==> src/rtl/cpu_pkg.sv <==
// Shared encodings, widths and the ID/EX payload for the register-read stage.
package cpu_pkg;

  localparam int unsigned DATA_W = 32;
  localparam int unsigned REG_AW = 4;

  localparam logic [1:0] OP_DP  = 2'b00;
  localparam logic [1:0] OP_MEM = 2'b01;
  localparam logic [1:0] OP_BR  = 2'b10;
  localparam logic [1:0] OP_NOP = 2'b11;

  localparam logic [REG_AW-1:0] REG_PC = 4'd15;

  typedef enum logic {
    ST_EMPTY = 1'b0,
    ST_FULL  = 1'b1
  } stage_state_e;

  typedef struct packed {
    logic [1:0]        op;
    logic [DATA_W-1:0] a;
    logic [DATA_W-1:0] b;
    logic [DATA_W-1:0] imm;
    logic [REG_AW-1:0] rd;
    logic [REG_AW-1:0] src1;
    logic [REG_AW-1:0] src2;
  } idex_t;

  // PC read wins over the writeback bypass, which wins over the file read.
  function automatic logic [DATA_W-1:0] sel_operand(
    input logic [REG_AW-1:0] idx,
    input logic [DATA_W-1:0] rf_data,
    input logic [DATA_W-1:0] pc8,
    input logic              we,
    input logic [REG_AW-1:0] wa,
    input logic [DATA_W-1:0] wd
  );
    logic [DATA_W-1:0] res;
    res = rf_data;
    if (idx == REG_PC) begin
      res = pc8;
    end else if (we && (wa == idx)) begin
      res = wd;
    end
    return res;
  endfunction

endpackage

==> src/rtl/extend.sv <==
// Combinational immediate extender selected by the instruction class.
module extend
  import cpu_pkg::*;
(
  input  logic [23:0]       imm24,
  input  logic [1:0]        op,
  output logic [DATA_W-1:0] imm
);

  always_comb begin
    imm = '0;
    unique case (op)
      OP_DP:   imm = {{(DATA_W-8){1'b0}}, imm24[7:0]};
      OP_MEM:  imm = {{(DATA_W-12){1'b0}}, imm24[11:0]};
      OP_BR:   imm = {{(DATA_W-26){imm24[23]}}, imm24, 2'b00};
      default: imm = '0;
    endcase
  end

endmodule

==> src/rtl/reg_read_stage.sv <==
// Decode/register-read stage: forms operands and holds them in a one-entry ID/EX register.
module reg_read_stage #(
  parameter int unsigned DATA_W = cpu_pkg::DATA_W
) (
  input  logic              clk,
  input  logic              rst,
  input  logic              in_valid,
  output logic              in_ready,
  input  logic [31:0]       instr,
  input  logic [DATA_W-1:0] pc_plus8,
  output logic [3:0]        ra1,
  output logic [3:0]        ra2,
  input  logic [DATA_W-1:0] rd1,
  input  logic [DATA_W-1:0] rd2,
  input  logic              wb_we,
  input  logic [3:0]        wb_wa,
  input  logic [DATA_W-1:0] wb_wd,
  input  logic              flush,
  output logic              out_valid,
  input  logic              out_ready,
  output logic [1:0]        out_op,
  output logic [DATA_W-1:0] out_a,
  output logic [DATA_W-1:0] out_b,
  output logic [DATA_W-1:0] out_imm,
  output logic [3:0]        out_rd,
  output logic [3:0]        out_src1,
  output logic [3:0]        out_src2
);
  import cpu_pkg::*;

  stage_state_e      state_q, state_d;
  idex_t             idex_q, idex_d;
  logic [1:0]        op;
  logic [DATA_W-1:0] imm_dec;
  logic              capture;

  assign op = instr[27:26];

  // Branches read the PC; stores read the data register from the Rd field.
  always_comb begin
    ra1 = (op == OP_BR) ? REG_PC : instr[19:16];
    ra2 = ((op == OP_MEM) && !instr[20]) ? instr[15:12] : instr[3:0];
  end

  extend u_extend (
    .imm24 (instr[23:0]),
    .op    (op),
    .imm   (imm_dec)
  );

  assign in_ready = (state_q == ST_EMPTY) || out_ready;
  assign capture  = in_valid && in_ready;

  always_comb begin
    state_d = state_q;
    idex_d  = idex_q;
    if (flush) begin
      state_d = ST_EMPTY;
    end else if (capture) begin
      state_d     = ST_FULL;
      idex_d.op   = op;
      idex_d.a    = sel_operand(ra1, rd1, pc_plus8, wb_we, wb_wa, wb_wd);
      idex_d.b    = sel_operand(ra2, rd2, pc_plus8, wb_we, wb_wa, wb_wd);
      idex_d.imm  = imm_dec;
      idex_d.rd   = instr[15:12];
      idex_d.src1 = ra1;
      idex_d.src2 = ra2;
    end else if ((state_q == ST_FULL) && out_ready) begin
      state_d = ST_EMPTY;
    end else if (state_q == ST_FULL) begin
      // Stalled: keep held operands coherent with writebacks landing behind us.
      if (wb_we && (wb_wa == idex_q.src1) && (idex_q.src1 != REG_PC)) begin
        idex_d.a = wb_wd;
      end
      if (wb_we && (wb_wa == idex_q.src2) && (idex_q.src2 != REG_PC)) begin
        idex_d.b = wb_wd;
      end
    end
  end

  always_ff @(posedge clk or negedge rst) begin
    if (!rst) begin
      state_q <= ST_EMPTY;
      idex_q  <= '0;
    end else begin
      state_q <= state_d;
      idex_q  <= idex_d;
    end
  end

  assign out_valid = (state_q == ST_FULL);
  assign out_op    = idex_q.op;
  assign out_a     = idex_q.a;
  assign out_b     = idex_q.b;
  assign out_imm   = idex_q.imm;
  assign out_rd    = idex_q.rd;
  assign out_src1  = idex_q.src1;
  assign out_src2  = idex_q.src2;

endmodule
==> config.mk <==
export PLATFORM = sky130hd
export DESIGN_NAME = reg_read_stage
export DESIGN_NICKNAME = d
export VERILOG_FILES = /design/src/rtl/cpu_pkg.sv /design/src/rtl/extend.sv /design/src/rtl/reg_read_stage.sv
export SDC_FILE = /design/constraint.sdc
export NUM_CORES = 1
export LEC_CHECK = 0
export CORE_MARGIN = 2
export CORE_UTILIZATION = 40
export CTS_CLUSTER_SIZE = 40
export DETAILED_ROUTE_END_ITERATION = 10
export PLACE_DENSITY = 0.78
export SETUP_SLACK_MARGIN = 0.4
export SLEW_MARGIN = 10
export SYNTH_ARGS = -nofsm -noshare
export SYNTH_HDL_FRONTEND = slang
export SYNTH_SLANG_ARGS = --single-unit
==> constraint.sdc <==
create_clock -name clk -period 2 [get_ports clk]
set_input_delay 0.6 -clock clk [delete_from_list [all_inputs] [get_ports clk]]
set_output_delay 0.6 -clock clk [all_outputs]
set_load 0.1 [all_outputs]
Yosys cells after proc, flatten, opt, wreduce, memory -nomap -nowiden
Index checks and enable logic that the tools add are counted.
{"block": "totals", "regBits": 111, "input_bits": 170, "output_inout_bits": 120}
{"block": "op_classes", "n_eq_ne": 11, "muxes": 15, "n_bitwise": 2, "reduce_logical": 19}
{"op": "2-to-1 mux 32 bit", "n": 6}
{"op": "2-to-1 mux 64 bit", "n": 3}
{"op": "case mux 32 bit (3 select lines)", "n": 1}
{"op": "== test 4 bit", "n": 4}
{"op": "logical AND 1 bit", "n": 9}
{"op": "== test 4 bit, second input constant", "n": 2}
{"op": "2-to-1 mux 4 bit", "n": 2}
{"op": "!= test 4 bit, second input constant", "n": 2}
{"op": "AND reduction 4 bit", "n": 2}
{"op": "nonzero test 2 bit", "n": 3}
{"op": "2-to-1 mux 1 bit", "n": 3}
{"op": "nonzero test 3 bit", "n": 1}
{"op": "== test 2 x 1 -> 1 bit, second input constant", "n": 1}
{"op": "== test 2 bit, second input constant", "n": 1}
{"op": "logical NOT 2 bit", "n": 1}
{"op": "!= test 2 bit, second input constant", "n": 1}
{"op": "NOT 1 bit", "n": 2}
{"op": "AND reduction 2 bit", "n": 1}
{"op": "logical NOT 1 bit", "n": 1}
{"op": "logical OR 1 bit", "n": 1}

Depth between registers and ports, before layout
Gate-level depths: netlist (run 1).
{"block": "logic_depth", "word_depth": 8, "ltp_mapped": 9, "depth_no_buf": 7}

Hierarchy
Synthesis (run 1) repeated with hierarchy kept, for this count alone.
{"block": "unflattened", "hier_cells": 871, "area_unflattened_um2": 7069.3}
{"module": "reg_read_stage", "instances": 1, "cells_each": 834, "area_per_inst_um2": 6797.8}
{"module": "extend", "instances": 1, "cells_each": 37, "area_per_inst_um2": 271.5}

Worst setup path before layout (run 1)
Ideal clock, no wire load.
{"block": "synth_path", "path_type": "reg2reg", "startpoint": "register state_q, in the netlist out_valid", "endpoint": "register idex_q (netlist bit out_b[0])", "setup_ns": 0.132, "t_arrival_ns": 2.751, "t_required_ns": 1.868, "path_slack_ns": -0.884, "stages_incl_launch_ff": 10, "path_buffers": 2, "cell_sequence": "dfrtp_1 > nor2b_1 > inv_2 > nand2_1 > nand4_1 > or4_1 > clkbuf_1 > clkbuf_1 > nand3_1 > o211ai_1"}
{"block": "synth_between", "elab_chain_cells": 5, "elab_cells_between_ends": 9, "cone_classes": "1 x eq/ne; 1 x mux; 1 x bitwise; 6 x reduce/logical"}
{"item": "start: declaration", "line": "reg_read_stage.sv:31", "source": "stage_state_e state_q, state_d;"}
{"item": "start signal: assignment", "line": "reg_read_stage.sv:86", "source": "state_q <= state_d;"}
{"item": "NOT 1 bit *", "line": "reg_read_stage.sv:51", "source": "assign in_ready = (state_q == ST_EMPTY) || out_ready;"}
{"item": "logical OR 1 bit *", "line": "reg_read_stage.sv:51"}
{"item": "via in_ready", "line": "reg_read_stage.sv:8", "source": "output logic in_ready,"}
{"item": "logical AND 1 bit *", "line": "reg_read_stage.sv:52", "source": "assign capture = in_valid && in_ready;"}
{"item": "!= test 2 bit (no source line) / nonzero test 2 bit (equally long branches)"}
{"item": "AND reduction 4 bit (no source line)"}
{"item": "end signal: assignment", "line": "reg_read_stage.sv:87", "source": "idex_q <= idex_d;"}
{"item": "end: declaration", "line": "reg_read_stage.sv:32", "source": "idex_t idex_q, idex_d;"}
The timed path passes the listed nets; every way through them passes the cells marked *.
A chain may end at the register's enable or synchronous reset.

Worst setup path in the final report (run 1)
{"block": "layout_path", "startpoint": "input instr[27]", "endpoint": "register idex_q (netlist bit out_b[11])"}
{"block": "layout_between", "elab_chain_cells": 8, "elab_cells_between_ends": 9, "cone_classes": "3 x eq/ne; 4 x mux; 2 x reduce/logical"}
{"item": "start: declaration", "line": "reg_read_stage.sv:9", "source": "input logic [31:0] instr,"}
{"item": "== test 2 x 1 -> 1 bit *", "line": "reg_read_stage.sv:42", "source": "ra2 = ((op == OP_MEM) && !instr[20]) ? instr[15:12] : instr[3:0];"}
{"item": "logical AND 1 bit *", "line": "reg_read_stage.sv:42"}
{"item": "2-to-1 mux 4 bit *", "line": "reg_read_stage.sv:42"}
{"item": "== test 4 bit", "line": "cpu_pkg.sv:42", "source": "end else if (we && (wa == idx)) begin"}
{"item": "logical AND 1 bit", "line": "cpu_pkg.sv:42"}
{"item": "2-to-1 mux 32 bit", "line": "cpu_pkg.sv:42"}
{"item": "2-to-1 mux 32 bit *", "line": "cpu_pkg.sv:40", "source": "if (idx == REG_PC) begin"}
{"item": "2-to-1 mux 64 bit *", "line": "reg_read_stage.sv:59", "source": "end else if (capture) begin"}
Mark *: on every way between the ends. The rest lies on a longest branch, timed or not.

==> results of run 1 <==
==> power breakdown <==
| group | switching, W | internal (W) |
|---|---|---|
| registers | 0.000471 | 0.00248 |
| logic | 0.00423 | 0.00274 |
| clock network | 0.000950 | 0.00130 |
| total | 0.00565 | 0.00652 |
==> worst max-delay path, cell delays in order <==
cell and delay, ps:
buf_8 110, nor3b_4 270, buf_12 180, mux2i_4 270, buf_6 150, xor2_4 210
buf_4 160, buf_6 220, and3_1 230, a221oi_2 60, o211ai_1 310
==> metrics by stage <==
stage,instances,TNS [ps],hold WS [ps],setup slack (ps)
floorplan,786,-20200,304.4,-309.3
global placement,1299,-78420,512.5,-934.5
detailed placement,1299,-85610,516.7,-1049
CTS,1365,-15050,161.3,-274.0
global route,1393,-26500,171.5,-528.2
finish,1393,-24760,156.6,-556.5
==> area by class of cell <==
cell class                 instances  area share
multi-input combinational        556      0.3236
timing repair buffer             446      0.4344
antenna                            1   0.0001733
clock buffer                      11     0.01751
inverter                          45     0.01343
clock inverter                     4    0.006847
sequential                       105      0.1845
tap                              225     0.01950
==> Yosys cell counts, types with 2 or more instances <==
| cell | count |
|---|---|
| dfrtp_1 | 105 |
| buf_4 | 9 |
| or4_1 | 2 |
| inv_1 | 44 |
| o21ai_0 | 71 |
| nor2_1 | 89 |
| xor2_1 | 2 |
| nand2_1 | 94 |
| and2_1 | 3 |
| nand3_1 | 80 |
| o211ai_1 | 33 |
| clkbuf_1 | 44 |
| mux2i_1 | 3 |
| and3_1 | 32 |
| buf_1 | 2 |
| o221ai_2 | 30 |
| o221ai_1 | 3 |
| nand4_1 | 3 |
| a221oi_1 | 12 |
| or2_2 | 3 |
| xor2_4 | 2 |
| a221oi_2 | 30 |
| buf_6 | 10 |
| mux2_4 | 30 |
| xnor2_1 | 7 |
| mux2_2 | 3 |
| mux2i_4 | 2 |
| a21oi_2 | 2 |
| buf_2 | 16 |
==> sequential cells by signal, summed over array words and instances, names as in the netlist <==
name / cells
out_imm: 26
out_rd: 4
out_a: 32
out_b: 32
out_src1: 4
out_valid: 1
out_src2: 4
out_op: 2
==> routing by layer <==
metal	vias up	GRT usage	share of wire
met5	-	0	0
met4	0	0.2285	0.075
met3	241	0.08094	0.11
met2	790	0.6224	0.48
met1	4383	0.4294	0.34
li1	3599	-	-
==> path summary, 6_finish.rpt <==
kind / startpoint / end / slack, ps / cells after the start
hold / removal: rst / out_imm[30] / 160 / 1
min in group clk: out_imm[18] / out_imm[18] / 540 / 2
setup / recovery: instr[27] / out_b[11] / -560 / 11
max in group asynchronous: rst / out_a[20] / 1220 / 2
hold reg to reg: out_imm[18] / out_imm[18] / 540 / 2
setup reg to reg: out_src1[2] / out_a[10] / -230 / 8
==> logic make-up after synthesis <==
group,count (synthesis),synth area share
AOI/OAI and AO/OA,190,0.2455
xor gates and xnor gates,11,0.01878
buffers and inverters,126,0.08440
DFF,105,0.3685
muxes,38,0.07843
and+or+nand+nor,316,0.2044
==> timing repair <==
action                     4_1_cts  5_1_grt
setup endpoints to repair      124      152
buffers inserted                33       26
gates cloned                    18        1
pin swaps                      110       44
resized for setup              210       71
==> summary.txt, run 1 <==
Final layout
  – Share of layout cells above drive strength 1: 0.4730
  – Register area: 2664 sq um
  – # nets final: 1333
  – Fillers: 861
  – Most common cell after layout, fill and taps aside: buf_12
  – Final Instance Area: 14440 sq um
  – Leading cell types in the layout, fill and taps excluded: buf_12, clkdlybuf4s50_1, dfrtp_1
  – Post-layout util: 0.8317
  – Multi-input gate area: 4672 sq um
  – Area Growth Syn to Fin: 102.5%

Pwr
  – Design Power: 0.01217 W
  – Peak supply drop: 0.0005341 V
  – Static Leak: 6.042 nW
  – Power Density: 843.0 nW/um^2

Outcome
  – Violated checks: setup timing
  – Status: finished with violations

Timing
  – Final hold viol count: 0
  – Fmax achieved: 0.3912 GHz
  – RSZ-0062 raised after global routing: yes
  – Crit path time final: 2557 ps
  – Skew final: 17.56 ps
  – Slew HR: 0.4748
  – Final Slew Violations: 0
  – Worst-Margin Slew: 785.2 ps
  – Final setup fails: 89
  – Tcrit/Tclk final: 1.278
  – Final setup margin: -556.5 ps

Yosys
  – Syn nets: 956
  – Post-synth top area cell: dfrtp_1
  – Ys Warns: 0
  – Post-synth EDFFs: 0
  – Cells after Synth: 786
  – Async set or reset register ratio after synthesis: 1.000
  – Seq/Total Area, Yosys: 0.3685
  – Most common flop cell mapped by yosys: dfrtp_1
  – Synth Register Bits: 105
  – Post-synth top area share: 0.3685
  – Mapped Avg Cell Area: 9.072 sq um
  – Synth top area cells: dfrtp_1, a221oi_2, mux2_4
  – Count of cell types in the netlist: 49
  – Netlist Area Pre-Place: 7131 sq um

Global route
  – Vias in the first global route: 8908
  – Antenna violations before repair: 1
  – Total gr overflow: 0
  – Pin count of the biggest net entering global routing: 45
  – First-pass GRT wire length: 52120 um
  – Total track usage: 0.3703

Detailed routing
  – Iter 0 DRT Violations: 865
  – Total number of vias: 9013
  – Drt pass-1 iters: 5
  – WL per Instance: 28.13 um
  – Routed WL: 39190 um
  – Vias/cell: 6.470
  – Post-route ant nets: 0
  – Residual DRC: 0

Worst setup path
  – Crit Path Max Fanout: 24
  – Critical Path AT: 2800 ps
  – Critical path endpoint category: flop
  – WP data required: 2240 ps
  – Setup CP Type: in2reg
  – Crit path launch type: input pin

Placed design
  – DP Area: 12110 sq um
  – Port Buf Inserts: 283
  – Final HPWL DP: 20160 um
  – Placer Congestion: 0.8624

Clock tree
  – Hold_buf cts: 0
  – Clock Sinks: 105
  – CTS buffer count: 9
  – Root Buffer: clkbuf_16
  – CTS tree: built
  – Clock buffer depth: 2
  – Clk_lat worst skew: 370 ps
  – H-tree level count: 3
  – Clock-pin slew on the worst setup and hold paths: 80 ps

Worst hold path
  – Hold Path Class: in2async

Floorplan
  – Io pins: 290
  – Die Ht: 137.5 um
  – Initial Util: 0.4108
  – Total die area: 18910 sq um
  – Row cnt: 48
  – Core ar.: 17360 sq um
  – Chip width: 137.5 um

Job
  – Max-cap viol count: 0
(Power assumes the default switching activity.)
==> inputs of run 2 (changes only) <==
--- a/config.mk
+++ b/config.mk
@@ -5,12 +5,14 @@
 export SDC_FILE = /design/constraint.sdc
 export NUM_CORES = 1
 export LEC_CHECK = 0
+export ABC_AREA = 1
 export CORE_MARGIN = 2
 export CORE_UTILIZATION = 40
 export CTS_CLUSTER_SIZE = 40
 export DETAILED_ROUTE_END_ITERATION = 10
-export PLACE_DENSITY = 0.78
+export PLACE_DENSITY = 0.76
 export SETUP_SLACK_MARGIN = 0.4
+export SKIP_LAST_GASP = 1
 export SLEW_MARGIN = 10
 export SYNTH_ARGS = -nofsm -noshare
 export SYNTH_HDL_FRONTEND = slang
==> constraint.sdc (replaced) <==
create_clock -name clk -period 2.7 [get_ports clk]
set_input_delay 0.81 -clock clk [delete_from_list [all_inputs] [get_ports clk]]
set_output_delay 0.81 -clock clk [all_outputs]
set_load 0.1 [all_outputs]
==> summary.txt, run 2 <==
Detailed routing
  – Vias/cell: 5.733 (-11%)
  – WL per Instance: 20.51 um (-27%)
  – Routed WL: 32310 um (-18%)
  – Post-route ant nets: 0 (unchanged)
  – Residual DRC: 0 (unchanged)
  – Iter 0 DRT Violations: 863 (-0.23%)
  – Total number of vias: 9030 (+0.19%)
  – Drt pass-1 iters: 5 (unchanged)

Clock tree
  – CTS tree: built
  – Hold_buf cts: 0 (unchanged)
  – CTS buffer count: 9 (unchanged)
  – Root Buffer: clkbuf_16
  – Clk_lat worst skew: 360 ps (about the same)
  – Clock buffer depth: 2 (unchanged)
  – H-tree level count: 3 (unchanged)
  – Clock Sinks: 105 (unchanged)
  – Clock-pin slew on the worst setup and hold paths: 80 ps (about the same)

Timing
  – Final Slew Violations: 0 (unchanged)
  – Fmax achieved: 0.3842 GHz
  – Crit path time final: 2603 ps
  – Final setup fails: 0 (-100%)
  – Slew HR: 0.6553 (+0.1805)
  – Skew final: 7.540 ps (-10.02 ps)
  – RSZ-0062 raised after global routing: yes
  – Tcrit/Tclk final: 0.9639
  – Worst-Margin Slew: 517.0 ps (-268.2 ps)
  – Final hold viol count: 0 (unchanged)
  – Hold slack: 421.1 ps (+264.5 ps)

Placed design
  – Port Buf Inserts: 283 (unchanged)
  – Final HPWL DP: 18830 um (-6.6%)
  – Cell Count Post-Placement: 1518 (+17%)
  – Placer Congestion: 0.8967 (+4.0%)

Yosys
  – Synth top area cells: dfrtp_1, nand2_1, a21oi_1
  – Post-synthesis adder-cell area fraction: 0 (unchanged)
  – Largest family of logic cells by synthesized area: simple AND/OR/NAND/NOR gates
  – Simple-gate share of the synthesized area: 0.3411 (+0.1366)
  – Ys Warns: 0 (unchanged)
  – Cells after Synth: 1038 (+32%)
  – Netlist Area Pre-Place: 6845 sq um (-4.0%)
  – Async set or reset register ratio after synthesis: 1.000 (unchanged)
  – Most common flop cell mapped by yosys: dfrtp_1
  – Post-synthesis compound-gate area fraction: 0.1545 (-0.09103)
  – Post-Synth XOR/XNOR Area: 0.01005 (-0.008722)
  – Seq/Total Area, Yosys: 0.3838 (+0.01536)
  – Post-synth top area cell: dfrtp_1
  – Syn nets: 1208 (+26%)
  – Post-synth top area share: 0.3838 (+0.01536)
  – Post-synthesis mux area share: 0 (-0.07843)
  – Synth Register Bits: 105 (unchanged)
  – Post-synth EDFFs: 0 (unchanged)
  – Top-count cell post-synth: nand2_1
  – Synth cell count leaders: nand2_1, nor2_1, a21oi_1
  – Count of cell types in the netlist: 28 (-43%)
  – Mapped Avg Cell Area: 6.595 sq um (-27%)

Worst setup path
  – Critical Path AT: 1790 ps (-1010 ps)
  – Crit-path slowest cell: buf_12
  – Worst R2R Setup Slack: 820 ps (+1050 ps)
  – CP Cell Sequence: buf_6, buf_12, inv_16, nand2_8, nor2_4, nand2_2, nand2_2, clkinvlp_4, buf_12
  – CP peak stage delay: 180 ps (-130 ps)
  – Setup CP Type: in2out
  – Crit Path Max Fanout: 4 (-83%)
  – Critical path endpoint category: output pin
  – WP data required: 1890 ps (-350 ps)
  – Crit path launch type: input pin

Final layout
  – Area Growth Syn to Fin: 72.76%
  – # nets final: 1520 (+14%)
  – Share of layout cells above drive strength 1: 0.3114 (-0.1616)
  – Post-layout util: 0.7106 (-0.1211)
  – Leading cell types in the layout, fill and taps excluded: buf_4, nor2_1, nand2_1
  – Antenna cells: 0 (-1)
  – Most common cell after layout, fill and taps aside: buf_4
  – Final std cells w/o fill: 1575 (+13%)

Floorplan
  – Total die area: 18180 sq um (-3.9%)
  – Initial Util: 0.4113 (+0.0004949)
  – Io pins: 290 (unchanged)
  – Core ar.: 16640 sq um (-4.1%)
  – Die Ht: 134.8 um (-2.0%)
  – Chip width: 134.8 um (-2.0%)
  – Row cnt: 47 (-2.1%)

Job
  – Max-cap viol count: 0 (unchanged)

Pwr
  – Int Power: 0.003682 W (-44%)
  – Static Leak: 5.707 nW (-5.5%)
  – Register share of total power: 0.261 (+0.019)
  – Clock share of power: 0.186 (about the same)
  – Design Power: 0.007724 W (-37%)
  – Power Density: 653.2 nW/um^2 (-23%)
  – Psw: 0.004042 W (-28%)
  – Comb pwr share: 0.553 (-0.020)
  – Sw Share: 0.5233 (+0.05885)
  – Peak supply drop: 0.0004698 V (-12%)

Global route
  – First-pass GRT wire length: 43980 um (-16%)
  – Pin count of the biggest net entering global routing: 65 (+44%)
  – Total gr overflow: 0 (unchanged)
  – Total track usage: 0.3097 (-0.06058)
  – Vias in the first global route: 8213 (-7.8%)
  – Antenna violations before repair: 0 (-1)

Worst hold path
  – Hold Path Class: in2async

Outcome
  – Status: finished, final reports clean
-- run 2: path summary, 6_finish.rpt --
check,from,to,cells after the start
worst max-delay path,instr[27],ra2[0],9
worst min-delay path,rst,out_b[23],1
worst max register to register,out_valid,out_imm[7],11
worst min register to register,out_imm[23],out_imm[23],2
max in group asynchronous,rst,out_a[13],2
min in group clk,out_imm[23],out_imm[23],2
-- run 2: power groups by stage --
stage | clock network [W] | logic, W | registers [W]
after floorplan | 0 | 0.000887 | 0.00393
after global placement | 0 | 0.00395 | 0.00204
after detailed placement | 0 | 0.00398 | 0.00203
after CTS | 0.00144 | 0.00401 | 0.00201
after global routing | 0.00151 | 0.00441 | 0.00205
final | 0.00144 | 0.00427 | 0.00202
-- run 2: metrics by stage --
stage / area [sq um] / setup slack [ps] / setup TNS, ps
final: 11830 / 97.48 / 0
after global routing: 11830 / 69.44 / 0
after CTS: 10840 / 137.0 / 0
after detailed placement: 10410 / -296.5 / -14450
after global placement: 10410 / -264.7 / -11530
after floorplan: 7201 / 167.1 / 0
-- run 2: final cells by class --
class | count | area, sq um
well taps | 220 | 275.3
clock buffers | 9 | 225.2
clock inverters | 7 | 85.08
multi-input cells | 750 | 4250
flip-flops and latches | 105 | 2631
inverters | 102 | 414.1
fillers | 1274 | 4816
repair buffers | 382 | 3945
-- run 2: kinds of logic (layout without fill, tap and decap cells) --
logic type / after synthesis / count (layout)
buf+inv: 183 / 500
simple gates: 539 / 539
flops: 105 / 105
compound gates: 204 / 204
xor+xnor: 7 / 7
-- run 2: what timing repair did --
action	4_1_cts	5_1_grt
endpoints found under the setup margin	73	81
setup buffers	15	10
pin swaps	14	50
gates cloned	0	16
gates resized for setup	42	154
-- run 2: routing by layer --
layer | up-vias | part of all wire | track usage
li1 | 4051 | - | -
met5 | - | 0 | 0
met1 | 4162 | 0.37 | 0.4130
met2 | 675 | 0.47 | 0.4992
met3 | 142 | 0.11 | 0.05105
met4 | 0 | 0.048 | 0.1322
-- run 2: worst max-delay path: cells and delay by family --
kind / cells / cell delay (ps)
buf+inv: 5 / 590
simple gates: 4 / 390
==> inputs of run 3 (changes only) <==
--- a/config.mk
+++ b/config.mk
@@ -8,12 +8,12 @@
 export ABC_AREA = 1
 export CORE_MARGIN = 2
 export CORE_UTILIZATION = 40
+export CTS_CLUSTER_DIAMETER = 40
 export CTS_CLUSTER_SIZE = 40
 export DETAILED_ROUTE_END_ITERATION = 10
 export PLACE_DENSITY = 0.76
 export SETUP_SLACK_MARGIN = 0.4
 export SKIP_LAST_GASP = 1
-export SLEW_MARGIN = 10
 export SYNTH_ARGS = -nofsm -noshare
 export SYNTH_HDL_FRONTEND = slang
 export SYNTH_SLANG_ARGS = --single-unit
==> results of run 3 <==
Final layout, timing and power as in run 2 (identical DEF).
